**config.mk**
```make
export PLATFORM = sky130hd
export DESIGN_NAME = mdu_issue_ctrl
export DESIGN_NICKNAME = d
export VERILOG_FILES = /design/src/rtl/mdu_issue_ctrl_pkg.sv /design/src/rtl/mdu_issue_ctrl_special.sv /design/src/rtl/mdu_issue_ctrl.sv
export SDC_FILE = /design/constraint.sdc
export NUM_CORES = 1
export LEC_CHECK = 0
export ABC_AREA = 0
export ABC_CLOCK_PERIOD_IN_PS = 6600
export BUFFER_PORTS_ARGS = -buffer_cell sky130_fd_sc_hd__buf_2
export CORE_MARGIN = 2
export CORE_UTILIZATION = 45
export DETAILED_ROUTE_END_ITERATION = 6
export GPL_ROUTABILITY_DRIVEN = 0
export MAX_ROUTING_LAYER = met4
export PLACE_DENSITY_LB_ADDON = 0.2
export SYNTH_ARGS = -nofsm -noshare
export SYNTH_HDL_FRONTEND = slang
export SYNTH_SLANG_ARGS = --single-unit
```
**constraint.sdc**
```tcl
create_clock -name clk -period 6.6 [get_ports clk]
set_clock_uncertainty 0.1 [all_clocks]
set_input_delay 0.33 -clock clk [delete_from_list [all_inputs] [get_ports clk]]
set_output_delay 0.33 -clock clk [all_outputs]
set_load 0.01 [all_outputs]
```
**src/rtl/mdu_issue_ctrl_pkg.sv**
```systemverilog
// Shared types and constants for the M-extension issue controller.
package mdu_issue_ctrl_pkg;

  localparam int MDU_XLEN = 32;

  // RV32M funct3 encodings.
  typedef enum logic [2:0] {
    MUL    = 3'b000,
    MULH   = 3'b001,
    MULHSU = 3'b010,
    MULHU  = 3'b011,
    DIV    = 3'b100,
    DIVU   = 3'b101,
    REM    = 3'b110,
    REMU   = 3'b111
  } muldiv_funct3_t;

  // Issue controller states.
  typedef enum logic [1:0] {
    IDLE  = 2'd0,
    RUN   = 2'd1,
    DRAIN = 2'd2,
    RESP  = 2'd3
  } mdu_ctrl_state_t;

  localparam logic [31:0] XLEN_MIN_SIGNED = 32'h8000_0000;
  localparam logic [31:0] ALL_ONES        = 32'hFFFF_FFFF;

endpackage

```
**src/rtl/mdu_issue_ctrl_special.sv**
```systemverilog
// Combinational detection of M-ops whose result is known without the mdu:
// divide by zero, signed divide overflow and multiply by zero.
module mdu_issue_ctrl_special
  import mdu_issue_ctrl_pkg::*;
(
  input  logic [2:0]  funct3_i,
  input  logic [31:0] a_i,
  input  logic [31:0] b_i,
  output logic        is_special_o,
  output logic [31:0] special_result_o
);

  logic a_zero_s;
  logic b_zero_s;
  logic sovf_s;

  assign a_zero_s = (a_i == 32'h0000_0000);
  assign b_zero_s = (b_i == 32'h0000_0000);
  assign sovf_s   = (a_i == XLEN_MIN_SIGNED) && (b_i == ALL_ONES);

  // Classify the op and pick the architecturally defined result.
  always_comb begin
    is_special_o     = 1'b0;
    special_result_o = 32'h0000_0000;
    case (funct3_i)
      MUL, MULH, MULHSU, MULHU: begin
        if (a_zero_s || b_zero_s) begin
          is_special_o     = 1'b1;
          special_result_o = 32'h0000_0000;
        end else begin
          is_special_o     = 1'b0;
        end
      end
      DIV: begin
        if (b_zero_s) begin
          is_special_o     = 1'b1;
          special_result_o = ALL_ONES;
        end else if (sovf_s) begin
          is_special_o     = 1'b1;
          special_result_o = XLEN_MIN_SIGNED;
        end else begin
          is_special_o     = 1'b0;
        end
      end
      DIVU: begin
        if (b_zero_s) begin
          is_special_o     = 1'b1;
          special_result_o = ALL_ONES;
        end else begin
          is_special_o     = 1'b0;
        end
      end
      REM: begin
        if (b_zero_s) begin
          is_special_o     = 1'b1;
          special_result_o = a_i;
        end else if (sovf_s) begin
          is_special_o     = 1'b1;
          special_result_o = 32'h0000_0000;
        end else begin
          is_special_o     = 1'b0;
        end
      end
      REMU: begin
        if (b_zero_s) begin
          is_special_o     = 1'b1;
          special_result_o = a_i;
        end else begin
          is_special_o     = 1'b0;
        end
      end
      default: begin
        is_special_o = 1'b0;
      end
    endcase
  end

endmodule

```
**src/rtl/mdu_issue_ctrl.sv**
```systemverilog
// Issue/stall controller between EX and the mdu. Holds one M-op, keeps
// mdu_start high until done, resolves special cases locally, absorbs
// flushes of in-flight ops and flags a hung mdu via a watchdog.
module mdu_issue_ctrl
  import mdu_issue_ctrl_pkg::*;
#(
  parameter int XLEN        = MDU_XLEN,
  parameter int WDOG_CYCLES = 64
) (
  input  logic            clk,
  input  logic            rst,
  input  logic            ex_valid,
  input  logic [2:0]      ex_funct3,
  input  logic [XLEN-1:0] ex_rs1,
  input  logic [XLEN-1:0] ex_rs2,
  input  logic [4:0]      ex_rd,
  input  logic            flush,
  output logic            stall,
  output logic            wb_valid,
  output logic [4:0]      wb_rd,
  output logic [XLEN-1:0] wb_data,
  output logic            mdu_start,
  output logic [2:0]      mdu_funct3,
  output logic [XLEN-1:0] mdu_a,
  output logic [XLEN-1:0] mdu_b,
  input  logic [XLEN-1:0] mdu_f,
  input  logic            mdu_done,
  output logic            err
);

  localparam int WDW = (WDOG_CYCLES > 2) ? $clog2(WDOG_CYCLES) : 1;
  localparam logic [WDW-1:0] WDOG_LAST = WDW'(WDOG_CYCLES - 1);

  mdu_ctrl_state_t state_q, state_d;
  logic [2:0]      funct3_q, funct3_d;
  logic [XLEN-1:0] a_q, a_d;
  logic [XLEN-1:0] b_q, b_d;
  logic [4:0]      rd_q, rd_d;
  logic [4:0]      wb_rd_q, wb_rd_d;
  logic [XLEN-1:0] wb_data_q, wb_data_d;
  logic [WDW-1:0]  wdog_q, wdog_d;
  logic            err_q, err_d;
  logic            stall_s;
  logic            is_special_s;
  logic [XLEN-1:0] special_result_s;
  logic            wdog_last_s;

  mdu_issue_ctrl_special u_special (
    .funct3_i         (ex_funct3),
    .a_i              (ex_rs1),
    .b_i              (ex_rs2),
    .is_special_o     (is_special_s),
    .special_result_o (special_result_s)
  );

  assign wdog_last_s = (wdog_q == WDOG_LAST);

  // Next-state, datapath capture and stall decode.
  always_comb begin
    state_d   = state_q;
    funct3_d  = funct3_q;
    a_d       = a_q;
    b_d       = b_q;
    rd_d      = rd_q;
    wb_rd_d   = wb_rd_q;
    wb_data_d = wb_data_q;
    wdog_d    = wdog_q;
    err_d     = err_q;
    stall_s   = 1'b0;
    case (state_q)
      IDLE: begin
        if (ex_valid && !flush) begin
          stall_s  = 1'b1;
          funct3_d = ex_funct3;
          a_d      = ex_rs1;
          b_d      = ex_rs2;
          rd_d     = ex_rd;
          if (is_special_s) begin
            wb_data_d = special_result_s;
            wb_rd_d   = ex_rd;
            state_d   = RESP;
          end else begin
            wdog_d  = {WDW{1'b0}};
            state_d = RUN;
          end
        end else begin
          stall_s = 1'b0;
        end
      end
      RUN: begin
        stall_s = 1'b1;
        if (mdu_done) begin
          if (flush) begin
            // Flushed in the completing cycle: the result is discarded.
            state_d = IDLE;
          end else begin
            wb_data_d = mdu_f;
            wb_rd_d   = rd_q;
            state_d   = RESP;
          end
        end else if (wdog_last_s) begin
          err_d   = 1'b1;
          state_d = IDLE;
        end else if (flush) begin
          wdog_d  = {WDW{1'b0}};
          state_d = DRAIN;
        end else begin
          wdog_d = wdog_q + WDW'(1);
        end
      end
      DRAIN: begin
        // The mdu cannot abort, so the killed op runs to completion silently.
        stall_s = ex_valid;
        if (mdu_done) begin
          state_d = IDLE;
        end else if (wdog_last_s) begin
          err_d   = 1'b1;
          state_d = IDLE;
        end else begin
          wdog_d = wdog_q + WDW'(1);
        end
      end
      RESP: begin
        // The op is older than any flush seen here, so it always retires.
        stall_s = 1'b0;
        state_d = IDLE;
      end
      default: begin
        stall_s = 1'b0;
        state_d = IDLE;
      end
    endcase
  end

  // State and datapath registers with synchronous active-low reset.
  always_ff @(posedge clk) begin
    if (!rst) begin
      state_q   <= IDLE;
      funct3_q  <= 3'b000;
      a_q       <= {XLEN{1'b0}};
      b_q       <= {XLEN{1'b0}};
      rd_q      <= 5'd0;
      wb_rd_q   <= 5'd0;
      wb_data_q <= {XLEN{1'b0}};
      wdog_q    <= {WDW{1'b0}};
      err_q     <= 1'b0;
    end else begin
      state_q   <= state_d;
      funct3_q  <= funct3_d;
      a_q       <= a_d;
      b_q       <= b_d;
      rd_q      <= rd_d;
      wb_rd_q   <= wb_rd_d;
      wb_data_q <= wb_data_d;
      wdog_q    <= wdog_d;
      err_q     <= err_d;
    end
  end

  assign stall      = stall_s;
  assign wb_valid   = (state_q == RESP);
  assign mdu_start  = (state_q == RUN) || (state_q == DRAIN);
  assign wb_rd      = wb_rd_q;
  assign wb_data    = wb_data_q;
  assign mdu_funct3 = funct3_q;
  assign mdu_a      = a_q;
  assign mdu_b      = b_q;
  assign err        = err_q;

endmodule

```
==> flow_summary.ini <==
[outcome]
outcome = finished clean

[routing]
drt-wirelength-per-cell_um = 16.3
vias_per_cell = 5.49
num_vias = 5587
drt_iter0_markers = 384
dr.pass1.iters = 5
ant_nets = 0
route.detailed.drc = 0
totalWireLength_um = 16600

[clock_tree]
tritoncts = done
clk_path_buf_depth = 2
clock_latency_ns = 0.41
cts_sinks = 118
clk_pin_slew_ns = 0.06
cts.repair.resized = 0
cts-root-buf = clkbuf_16
numCtsBuffers = 17
holdBufCountCts = 0
htreeDepth = 4
post_cts_buffers = 0

[floorplanning]
core_area_um2 = 12000
num_io_pins = 217
die_area_um2 = 13200
initial_core_util = 0.460
die_h_um = 115
die_w_um = 115
rows = 40

[setup_path]
critPathArrivalTime_ns = 4.09
path_cells = inv_1, ha_2, mux2i_1, or2_0, or4_1, o21ai_4, buf_4, and3_1, nor3b_2
path_buf_inv = 2
crit_type = reg -> reg
r2r-end = wb_data[4]
rr_startpoint = state_q[1]
slowest_stage = ha_2
start_kind = register
end_kind = register
regToRegSetupSlack_ns = 2.71
cp.required_ns = 6.80
cpPeakStageDelay_ns = 0.80
crit_family = simple AND/OR/NAND/NOR gates
path_max_fanout = 43
reg2reg_depth = 9

[timing]
slew_headroom = 0.329
hold_violations = 0
finalMaxSlewViolations = 0
fin_crit_sh = 0.589
period_needed_ns = 3.89
setup_viol = 0
fmax_mhz = 257
worst_slew_pin_slew_ns = 1.01
fin_tns_setup_ns = 0
rsz0062_at_grt = false

[cells_and_area]
fillers = 1107
final_cell_area_um2 = 7250
drive_gt1_frac = 0.333
area_delta_synth_final_pct = 31.3
antennaDiodeCount = 0
final_cell_mix = buf_2, nand2_1, dfxtp_1
final_core_util = 0.604
layout_commonest_cell = buf_2
layout.nets = 974

[logic_synthesis]
async_flop_share = 0
synth_ff_type = dfxtp_1
synth-seq-area-share = 0.428
avgSynthCellArea_um2 = 8.30
synth_area_leaders = dfxtp_1, nand2_1, a21boi_0
ys.warnings.count = 0
netlist_instances = 665
yosysTopAreaCellShare = 0.428
synth_top_cell_by_area = dfxtp_1
syn-cell-area_um2 = 5520
syn_nets = 781
synth_edf_count = 0
synth_cell_types = 45
ys_ff_latch = 118

[power_and_ir_drop]
power.density_nw_per_um2 = 376
p_leak_uw = 0.00330
finalPower_uw = 2730
peakVddDrop_v = 0.000209

[min_path]
hp-class = in -> reg
min-delay-start = ex_rd[2]
hold_end = rd_q[2]
whs_path_depth = 3

[global_routing]
grt_pass1_vias = 5357
grt_pass1_wl_um = 25900
grt_max_degree = 123
grt_overflow = 0
antenna_found_initial = 0
grt_usage = 0.260

[job]
cap_viol_max_count = 0

[place]
port_buffers = 216
placed_area_um2 = 6630
dpl.hpwl_um = 11700
[worst max-delay path by stage]
| stage | startpoint | endpoint | slack [ns] | cells past startpoint |
|---|---|---|---|---|
| after floorplan | state_q[1] | wb_data[10] | 4.18 | 11 |
| after global placement | state_q[1] | wb_data[27] | 2.96 | 9 |
| after detailed placement | state_q[1] | wb_data[4] | 2.75 | 9 |
| after CTS | state_q[1] | wb_data[4] | 2.73 | 9 |
| after global routing | state_q[1] | wb_data[31] | 2.39 | 9 |
| final | state_q[1] | wb_data[4] | 2.71 | 9 |
[cell type report]
cell class                      count  area, um^2  area share
Timing Repair Buffer              221        1120       0.154
Tap cell                          147         184      0.0254
Clock inverter                     15         203      0.0279
Multi-Input combinational cell    494        2940       0.405
Inverter                            6        22.5     0.00311
Clock buffer                       17         425      0.0587
Sequential cell                   118        2360       0.326
[report_power, final]
group	internal, uW	total [uW]	switching [uW]
logic	336	840	504
clock network	632	977	344
registers	841	912	70.8
[worst register-to-register path, stage by stage (launching register included)]
cell and delay [ns]:
dfxtp_1 0.35, inv_1 0.12, ha_2 0.80, mux2i_1 0.19, or2_0 0.26, or4_1 0.56, o21ai_4 0.59, buf_4 0.49
and3_1 0.27, nor3b_2 0.05
[synth_stat cells (2+ instances only)]
library cell / number
o2bb2ai_1: 2
nor3b_2: 30
nor3b_1: 2
buf_4: 2
nor3_1: 3
nor4_1: 16
o211a_1: 8
and3_1: 37
inv_1: 6
a31oi_1: 2
buf_6: 5
nand2_1: 186
nor2b_1: 3
clkbuf_1: 39
a41o_1: 3
nor2_1: 37
or2_2: 2
ha_1: 7
and2_1: 2
mux2i_1: 7
o21ai_0: 34
o2111ai_1: 3
dfxtp_1: 118
a21boi_0: 72
nand2b_1: 3
nand4_1: 12
nand3_1: 6
[metrics by stage]
step	setup slack, ns	hold WS [ns]	std cells
after detailed placement	2.75	0.357	986
after global routing	2.39	0.0800	1018
final	2.71	0.0760	1018
after floorplan	4.18	0.343	665
after global placement	2.96	0.343	986
after CTS	2.73	0.0599	1018
[sequential cells by signal, indices dropped and copies added (netlist names)]
register / cells
err: 1
mdu_a: 32
mdu_b: 32
mdu_funct3: 3
rd_q: 5
state_q: 2
wb_data: 32
wb_rd: 5
wdog_q: 6
[logic make-up (layout without fill, tap and decap cells)]
logic type      count (synthesis)  after routing  share of synthesized area
compound gates                136            136                      0.177
fa+ha+maj                       7              7                     0.0159
buf+inv                        53            259                     0.0444
flops                         118            118                      0.428
mux                             7              7                     0.0127
simple gates                  344            344                      0.322
[routing by layer]
metal  GRT usage  wire length, um  vias to the layer above
met5           -                0                        -
met4       0.111              468                        0
met2       0.419             8080                      246
met3      0.0749             1340                       37
li1            -                -                     2673
met1       0.305             6760                     2631
Note: power is estimated with default switching activity, not from simulation.
